==> src/rtl/video_timing_sequencer.sv <==
// video_timing_sequencer: cascaded character/line counters, syncs, blanking and scroll for a text terminal
// Optional feature macro: CURSOR_BLINK_EN (cursor blink frame counter; undefined => cursor_on tied to 1)
// Ports:
//   clk, rst            clock (rising edge), asynchronous active-high reset
//   char_tick           character-period enable; all counting happens only on ticked edges
//   scroll_req/ack      level request to advance row base at the next frame wrap / one-clock acknowledge
//   char_col            horizontal character count
//   char_row, scan_line text row (scrolled by row base) and scan line within it, 0 outside visible lines
//   hsync, vsync, blank active-high sync and blanking levels
//   line_end, frame_end one-clock strobes on the clock after an h / v wrap
//   cursor_on           cursor visibility
module video_timing_sequencer #(
    parameter int H_VIS         = 40,
    parameter int H_TOTAL       = 65,
    parameter int HSYNC_START   = 46,
    parameter int HSYNC_LEN     = 4,
    parameter int LINES_PER_ROW = 8,
    parameter int ROWS          = 24,
    parameter int V_TOTAL       = 262,
    parameter int VSYNC_START   = 224,
    parameter int VSYNC_LEN     = 3
) (
    input  logic       clk,
    input  logic       rst,
    input  logic       char_tick,
    input  logic       scroll_req,
    output logic       scroll_ack,
    output logic [6:0] char_col,
    output logic [4:0] char_row,
    output logic [3:0] scan_line,
    output logic       hsync,
    output logic       vsync,
    output logic       blank,
    output logic       line_end,
    output logic       frame_end,
    output logic       cursor_on
);
    localparam logic [6:0] H_LAST  = 7'(H_TOTAL - 1);
    localparam logic [8:0] V_LAST  = 9'(V_TOTAL - 1);
    localparam logic [6:0] H_VIS_C = 7'(H_VIS);
    localparam logic [8:0] V_VIS_C = 9'(ROWS * LINES_PER_ROW);
    localparam logic [7:0] HS_BEG  = 8'(HSYNC_START);
    localparam logic [7:0] HS_END  = 8'(HSYNC_START + HSYNC_LEN);
    localparam logic [9:0] VS_BEG  = 10'(VSYNC_START);
    localparam logic [9:0] VS_END  = 10'(VSYNC_START + VSYNC_LEN);
    localparam logic [3:0] SCAN_LAST = 4'(LINES_PER_ROW - 1);
    localparam logic [4:0] ROW_LAST  = 5'(ROWS - 1);
    localparam logic [5:0] ROWS_C    = 6'(ROWS);

    logic [6:0] h_q, h_d;
    logic [8:0] v_q, v_d;
    logic [3:0] scan_q, scan_d;
    logic [4:0] trow_q, trow_d;
    logic [4:0] rb_q, rb_d;
    logic [4:0] char_row_q, char_row_d;
    logic       hsync_q, hsync_d, vsync_q, vsync_d, blank_q, blank_d;
    logic       line_end_q, frame_end_q, scroll_ack_q;
    logic       h_wrap, v_wrap, v_vis, take;
    logic [5:0] sum;

    always_comb begin
        h_wrap  = char_tick && (h_q == H_LAST);
        v_wrap  = h_wrap && (v_q == V_LAST);
        h_d     = !char_tick ? h_q : (h_wrap ? 7'd0 : h_q + 7'd1);
        v_d     = !h_wrap ? v_q : (v_wrap ? 9'd0 : v_q + 9'd1);
        v_vis   = v_d < V_VIS_C;
        // scan/text-row cascade: cleared on frame wrap and for every invisible line
        scan_d  = !h_wrap ? scan_q : ((v_wrap || !v_vis || scan_q == SCAN_LAST) ? 4'd0 : scan_q + 4'd1);
        trow_d  = !h_wrap ? trow_q : ((v_wrap || !v_vis) ? 5'd0 : (scan_q == SCAN_LAST ? trow_q + 5'd1 : trow_q));
        take    = v_wrap && scroll_req;
        rb_d    = !take ? rb_q : (rb_q == ROW_LAST ? 5'd0 : rb_q + 5'd1);
        // new row base is already applied to row 0 of the frame it is taken for
        sum        = {1'b0, trow_d} + {1'b0, rb_d};
        char_row_d = !v_vis ? 5'd0 : (sum >= ROWS_C ? 5'(sum - ROWS_C) : sum[4:0]);
        hsync_d    = ({1'b0, h_d} >= HS_BEG) && ({1'b0, h_d} < HS_END);
        vsync_d    = ({1'b0, v_d} >= VS_BEG) && ({1'b0, v_d} < VS_END);
        blank_d    = (h_d >= H_VIS_C) || !v_vis;
    end

    always_ff @(posedge clk or posedge rst) begin
        if (rst) begin
            h_q          <= '0;
            v_q          <= '0;
            scan_q       <= '0;
            trow_q       <= '0;
            rb_q         <= '0;
            char_row_q   <= '0;
            hsync_q      <= 1'b0;
            vsync_q      <= 1'b0;
            blank_q      <= 1'b0;
            line_end_q   <= 1'b0;
            frame_end_q  <= 1'b0;
            scroll_ack_q <= 1'b0;
        end else begin
            h_q          <= h_d;
            v_q          <= v_d;
            scan_q       <= scan_d;
            trow_q       <= trow_d;
            rb_q         <= rb_d;
            char_row_q   <= char_row_d;
            hsync_q      <= hsync_d;
            vsync_q      <= vsync_d;
            blank_q      <= blank_d;
            line_end_q   <= h_wrap;
            frame_end_q  <= v_wrap;
            scroll_ack_q <= take;
        end
    end

`ifdef CURSOR_BLINK_EN
    logic [4:0] fc_q, fc_d;
    logic       cursor_q, cursor_d;

    always_comb begin
        fc_d     = !v_wrap ? fc_q : (fc_q == 5'd29 ? 5'd0 : fc_q + 5'd1);
        cursor_d = (v_wrap && fc_q == 5'd29) ? !cursor_q : cursor_q;
    end

    always_ff @(posedge clk or posedge rst) begin
        if (rst) begin
            fc_q     <= '0;
            cursor_q <= 1'b1;
        end else begin
            fc_q     <= fc_d;
            cursor_q <= cursor_d;
        end
    end

    assign cursor_on = cursor_q;
`else
    assign cursor_on = 1'b1;
`endif

    assign char_col   = h_q;
    assign char_row   = char_row_q;
    assign scan_line  = scan_q;
    assign hsync      = hsync_q;
    assign vsync      = vsync_q;
    assign blank      = blank_q;
    assign line_end   = line_end_q;
    assign frame_end  = frame_end_q;
    assign scroll_ack = scroll_ack_q;
endmodule

==> config.mk <==
export PLATFORM = sky130hd
export DESIGN_NAME = video_timing_sequencer
export DESIGN_NICKNAME = d
export VERILOG_FILES = /design/src/rtl/video_timing_sequencer.sv
export SDC_FILE = /design/constraint.sdc
export NUM_CORES = 1
export LEC_CHECK = 0
export ABC_AREA = 1
export BUFFER_PORTS_ARGS = -buffer_cell sky130_fd_sc_hd__buf_2
export CAP_MARGIN = 20
export CORE_MARGIN = 4
export CORE_UTILIZATION = 31
export CTS_BUF_LIST = sky130_fd_sc_hd__clkbuf_16
export DETAILED_ROUTE_END_ITERATION = 16
export GPL_TIMING_DRIVEN = 0
export PLACE_DENSITY = 0.51
export SLEW_MARGIN = 30
export SYNTH_ARGS = -nofsm -noshare
export SYNTH_HDL_FRONTEND = slang
export SYNTH_SLANG_ARGS = --single-unit
export TNS_END_PERCENT = 20
==> constraint.sdc <==
create_clock -name clk -period 3.5 [get_ports clk]
set_clock_uncertainty 0.05 [all_clocks]
set_input_delay 0.35 -clock clk [delete_from_list [all_inputs] [get_ports clk]]
set_output_delay 0.35 -clock clk [all_outputs]
set_load 0.01 [all_outputs]
# After elaboration in Yosys (flattened, before gate mapping)
# Cells that the tools add are included.
[totals]
reg_bits = 41
input_bits = 4
out_inout_bits = 23
[classes]
addsub = 7
n_lt_le_gt_ge = 7
eq_ne = 4
mux = 12
n_reduce_logical = 9
[op_table]
columns = ["operator", "n"]
rows = [
  ["5-bit 2-to-1 mux", 7],
  ["9-bit by 8-bit < comparator with 1-bit output (second input constant)", 2],
  ["9-bit 2-to-1 mux", 2],
  ["7-bit by 6-bit >= comparator with 1-bit output (second input constant)", 2],
  ["7-bit 2-to-1 mux", 2],
  ["5-bit by 1-bit adder with 5-bit output (second input constant)", 2],
  ["9-bit by 1-bit adder with 9-bit output (second input constant)", 1],
  ["9-bit == test (second input constant)", 1],
  ["9-bit by 8-bit >= comparator with 1-bit output (second input constant)", 1],
  ["7-bit by 1-bit adder with 7-bit output (second input constant)", 1],
  ["7-bit == test (second input constant)", 1],
  ["7-bit by 6-bit < comparator with 1-bit output (second input constant)", 1],
  ["5-bit by 5-bit adder with 6-bit output", 1],
  ["6-bit by 5-bit >= comparator with 1-bit output (second input constant)", 1],
  ["5-bit == test (second input constant)", 1],
  ["1-bit logical AND", 5],
  ["5-bit subtractor (second input constant)", 1],
  ["4-bit by 1-bit adder with 4-bit output (second input constant)", 1],
  ["4-bit by 3-bit == test with 1-bit output (second input constant)", 1],
  ["4-bit 2-to-1 mux", 1],
  ["1-bit logical OR", 3],
  ["1-bit zero test", 1],
]

# Longest topological paths before layout
[logic_depth]
depth_word = 14
mapped_depth = 22
depth_no_buf = 22

# Worst setup path before layout
# Ideal clock, no wire load.
[synth_path]
path_type = "reg-to-reg"
startpoint = "reg h_q[0] (netlist: char_col[0])"
endpoint = "reg char_row_q[4] (netlist: char_row[4])"
setup_ns = 0.115
t_arrival_ns = 2.994
path_slack_ns = 0.341
path_stages_with_launch = 21
path_buffers = 0
path_cell_list = "dfrtp_1 -> inv_1 -> ha_1 -> nand3_2 -> inv_1 -> nand3_1 -> nand2_1 -> nand2_2 -> a21oi_4 -> nand2_4 -> a21oi_2 -> ha_1 -> inv_1 -> fa_1 -> nor2_1 -> o21ai_0 -> nand2_1 -> xnor2_1 -> or2_2 -> nand2_1 -> nor2_1"
[synth_between]
elab_chain_cells = 14
[synth_lines]
columns = ["element", "line", "source"]
rows = [
  ["from (decl)", "50", "logic [6:0] h_q, h_d;"],
  ["from (signal assigned)", "82", "h_q <= '0;"],
  ["from (signal assigned)", "95", "h_q <= h_d;"],
  ["7-bit == test (*)", "62", "h_wrap = char_tick && (h_q == H_LAST);"],
  ["1-bit logical AND (*)", "62", ""],
  ["1-bit logical AND", "63", "v_wrap = h_wrap && (v_q == V_LAST);"],
  ["9-bit 2-to-1 mux", "65", "v_d = !h_wrap ? v_q : (v_wrap ? 9'd0 : v_q + 9'd1);"],
  ["9-bit 2-to-1 mux (*)", "65", ""],
  ["net v_d[8]", "51", "logic [8:0] v_q, v_d;"],
  ["9-bit by 8-bit < comparator with 1-bit output (*)", "66", "v_vis = v_d < V_VIS_C;"],
  ["1-bit zero test (*)", "69", "trow_d = !h_wrap ? trow_q : ((v_wrap || !v_vis) ? 5'd0 : (scan_q == SCAN_LAST ? trow_q + 5'd1 : trow_q));"],
  ["1-bit logical OR (*)", "69", ""],
  ["5-bit 2-to-1 mux (*) (2 in a row)", "69", ""],
  ["net trow_d[0]", "53", "logic [4:0] trow_q, trow_d;"],
  ["5-bit by 5-bit adder with 6-bit output (*)", "73", "sum = {1'b0, trow_d} + {1'b0, rb_d};"],
  ["5-bit subtractor / 6-bit by 5-bit >= comparator with 1-bit output (equally long branches)", "74", "char_row_d = !v_vis ? 5'd0 : (sum >= ROWS_C ? 5'(sum - ROWS_C) : sum[4:0]);"],
  ["5-bit 2-to-1 mux (*) (2 in a row)", "74", ""],
  ["net char_row_d[4]", "55", "logic [4:0] char_row_q, char_row_d;"],
  ["to (signal assigned)", "100", "char_row_q <= char_row_d;"],
  ["to (decl)", "55", ""],
]
# Mark *: on every way through the listed nets, which the timed path passes. The rest lies on a longest branch.
# A chain may end at the register's enable or synchronous reset.

# Worst setup path in the final report
[layout_path]
startpoint = "reg h_q[1] (netlist: char_col[1])"
endpoint = "reg char_row_q[4] (netlist: char_row[4])"
# The elaborated chain is that of the path after synthesis.

==> run_results.csv <==
group,metric,value,unit
finish,nets,337,
logic_synthesis,async_reset_ff_share,100,%
timing,max_freq,317,MHz
die,rows,31,
routing,route.final.wire_length,4.87,mm
die,floorplan.core_area,7330,um^2
finish,layout-area-overhead-vs-synth,20.5,%
grt,gr-total-overflow,0,
routing,postRouteAntennaNets,0,
logic_synthesis,synth_cell_type_count,37,
die,fp.dieArea,9120,um^2
timing,post_route_fraction_of_the_period_consumed_by_the_critical_path,90.1,%
routing,number_of_drc_markers_after_the_initial_detailed_route_iteration,80,
cts,htree_levels,2,
setup_path,timing_worst_setup_path_type,"reg2reg",
routing,drc,0,
setup_path,worstSetupStartpointType,"register",
finish,post-route-util,39.0,%
logic_synthesis,synth_cells,283,
setup_path,worst_ep_arrival_time,3270,ps
place,portBuffers,24,
cts,cts_hold_buf,0,
setup_path,setup.reg_to_reg.worst_slack,350,ps
grt,wire_length_of_the_first_global_routing_pass,8.76,mm
setup_path,worstReg2RegStart,"char_col[1]",
cts,numCtsBuffers,5,
setup_path,cp-startpoint,"char_col[1]",
finish,antenna-diode-count,0,
timing,final_period_minus_worst_setup_slack,3150,ps
grt,first_global_vias,1835,
logic_synthesis,syn_avg_cell_area,8.39,um^2
routing,detailedRoute.firstPassIterationCount,4,
routing,vias_per_cell,4.40,
die,die_y,95.5,um
power_and_ir_drop,leakagePower,1.50,nW
job,maxCapViolations,0,
cts,clock_insertion_delay_worst_skew,270,ps
die,ios,27,
routing,route.vias.total,1848,
setup_path,timing.critical_path.to_type,"register",
logic_synthesis,synth_seq_area_share,43.2,%
finish,drive_above_1_share,23.1,%
timing,setup-violations-final,0,
logic_synthesis,synth_flop_type,"sky130_fd_sc_hd__dfrtp_1",
die,initial_utilization,32.4,%
cts,clock_sinks,41,
power_and_ir_drop,power_per_cell_area,561,nW/um^2
logic_synthesis,synth-edff-count,0,
routing,wire_per_inst,11.6,um
timing,final_number_of_hold_violating_endpoints,0,
grt,initial_antenna_violation_count,0,
grt,grt_max_degree,26,
place,dp.final_hpwl,3.85,mm
logic_synthesis,syn-num-nets,300,
worst_hold_path,hold_path_class,"in2async",
power_and_ir_drop,ir_worst_vdd,0.285,mV
cts,root_buffer,"sky130_fd_sc_hd__clkbuf_16",
logic_synthesis,mapped_area,2370,um^2
grt,grt_usage,12.2,%
timing,final.hold.worst_slack,11.0,ps
run_status,run_status,"complete, no violations",
cts,tritoncts_clock_tree,"yes",
cts,path_clk_slew,60,ps
die,die_w,95.5,um
setup_path,worst-path-max-fanout,7,
timing,grt_setup_unrepaired,"false",
cts,clock_tree.buffer_depth,2,
logic_synthesis,ys.warnings.count,0,
setup_path,worstPathRequired,3620,ps
place,routabilityCongestion,0.834,
logic_synthesis,yosys_register_bits,41,
timing,timing.final.max_slew_violations,0,
synth_stat cells, types with 2 or more instances:
| cell | number | share of area, % |
|---|---|---|
| sky130_fd_sc_hd__o21ai_0 | 12 | 2.5 |
| sky130_fd_sc_hd__nor2_2 | 2 | 0.53 |
| sky130_fd_sc_hd__a31oi_1 | 2 | 0.53 |
| sky130_fd_sc_hd__nand2_2 | 3 | 0.79 |
| sky130_fd_sc_hd__nand2_4 | 3 | 1.4 |
| sky130_fd_sc_hd__nor2_1 | 28 | 4.4 |
| sky130_fd_sc_hd__xor2_1 | 7 | 2.6 |
| sky130_fd_sc_hd__nand3_2 | 2 | 0.84 |
| sky130_fd_sc_hd__xnor2_1 | 3 | 1.1 |
| sky130_fd_sc_hd__buf_6 | 2 | 0.95 |
| sky130_fd_sc_hd__a21oi_2 | 7 | 2.6 |
| sky130_fd_sc_hd__inv_2 | 3 | 0.47 |
| sky130_fd_sc_hd__or2_2 | 3 | 0.79 |
| sky130_fd_sc_hd__inv_1 | 41 | 6.5 |
| sky130_fd_sc_hd__buf_4 | 2 | 0.63 |
| sky130_fd_sc_hd__ha_1 | 12 | 6.3 |
| sky130_fd_sc_hd__nand2_1 | 55 | 8.7 |
| sky130_fd_sc_hd__dfrtp_1 | 41 | 43 |
| sky130_fd_sc_hd__nand4_1 | 9 | 2.4 |
| sky130_fd_sc_hd__nand3_1 | 16 | 3.4 |
| sky130_fd_sc_hd__a21oi_1 | 8 | 1.7 |
| sky130_fd_sc_hd__nor3_1 | 7 | 1.5 |
worst max-delay path: stages (launching register included):
cell and delay (ps):
sky130_fd_sc_hd__dfrtp_1 400, sky130_fd_sc_hd__inv_1 80, sky130_fd_sc_hd__ha_1 170, sky130_fd_sc_hd__nand3_2 140, sky130_fd_sc_hd__inv_1 130, sky130_fd_sc_hd__nand3_4 120
sky130_fd_sc_hd__nand2_2 100, sky130_fd_sc_hd__nand2_2 90, sky130_fd_sc_hd__a21oi_4 160, sky130_fd_sc_hd__nand2_4 110, sky130_fd_sc_hd__a21oi_2 160, sky130_fd_sc_hd__ha_1 160
sky130_fd_sc_hd__inv_1 70, sky130_fd_sc_hd__fa_2 350, sky130_fd_sc_hd__nor2_2 110, sky130_fd_sc_hd__o21ai_0 90, sky130_fd_sc_hd__nand2_1 80, sky130_fd_sc_hd__xnor2_1 90
sky130_fd_sc_hd__or2_2 280, sky130_fd_sc_hd__nand2_1 70, sky130_fd_sc_hd__nor2_1 40
what timing repair did:
item,CTS,global route
pin swaps,0,2
resized for setup,1,6
endpoints found under the setup margin,2,2
setup buffers,1,4
routing by layer:
layer  vias to the layer above  wire length, um  track usage [%]
li1                        980                -                -
met1                       836             2490             17.4
met2                        30             2130             18.4
met3                         2              214             3.16
met4                         0               36             3.20
met5                         -                0                0
cell usage in the layout, fill, tap and decap left out, drive strengths merged:
master / netlist / routed
nand2: 61 / 61
inv: 44 / 45
dfrtp: 41 / 41
buf: 5 / 35
nor2: 32 / 32
nand3: 18 / 18
a21oi: 16 / 16
o21ai: 13 / 13
ha: 12 / 12
nand4: 10 / 10
xor2: 7 / 7
nor3: 7 / 7
clkbuf: 0 / 5
or2: 4 / 4
xnor2: 3 / 3
a31oi: 2 / 2
o21a: 1 / 1
o311a: 1 / 1
o21bai: 1 / 1
a21o: 1 / 1
and2: 1 / 1
nand3b: 1 / 1
fa: 1 / 1
conb: 1 / 1
bufinv: 0 / 1
clkinv: 0 / 1
kinds of logic (layout without fill, tap and decap cells):
kind of cell | after synthesis | count (layout) | synth area share, %
buffers and inverters | 49 | 87 | 8.75
other | 1 | 1 | 0.158
adders and majority gates | 13 | 13 | 7.17
and+or+nand+nor | 134 | 134 | 27.4
DFF | 41 | 41 | 43.2
AOI/OAI and AO/OA | 35 | 35 | 9.59
xor gates and xnor gates | 10 | 10 | 3.69
power breakdown:
part           switching [mW]  internal [mW]
registers              0.0966          0.558
clock network           0.173          0.331
logic                   0.276          0.170
through the flow:
step                power, mW  setup TNS (ps)  area, um^2  worst slack, ps  cells
floorplan               0.959               0        2370              341    283
global placement         1.09            -220        2620             -182    406
detailed placement       1.10            -249        2640             -204    407
CTS                      1.62               0        2810              108    416
global route             1.74               0        2860             24.5    420
finish                   1.61               0        2860              348    420
path summary, 6_finish.rpt:
check	end	cells past startpoint
max	char_row[4]	20
min	char_row[3]	2
max reg2reg	char_row[4]	20
min reg2reg	scan_line[1]	2
max in group asynchronous	rb_q[0]	3
min in group clk	char_col[0]	2
final cells by class:
type | instances | area, um^2
Sequential cell | 41 | 1030
Multi-Input combinational cell | 193 | 1160
Tap cell | 99 | 124
Fill cell | 763 | 4470
Clock buffer | 5 | 125
Timing Repair Buffer | 30 | 178
Inverter | 44 | 165
Clock inverter | 3 | 37.5
Buffer | 5 | 42.5
state kept, by name (all words and copies together), names as in the netlist, 4 cells and up, named ones only:
name / flops
char_row: 5
trow_q: 4
v_q: 9
scan_line: 4
char_col: 7
rb_q: 5
Power figures use the tool's default switching activity.
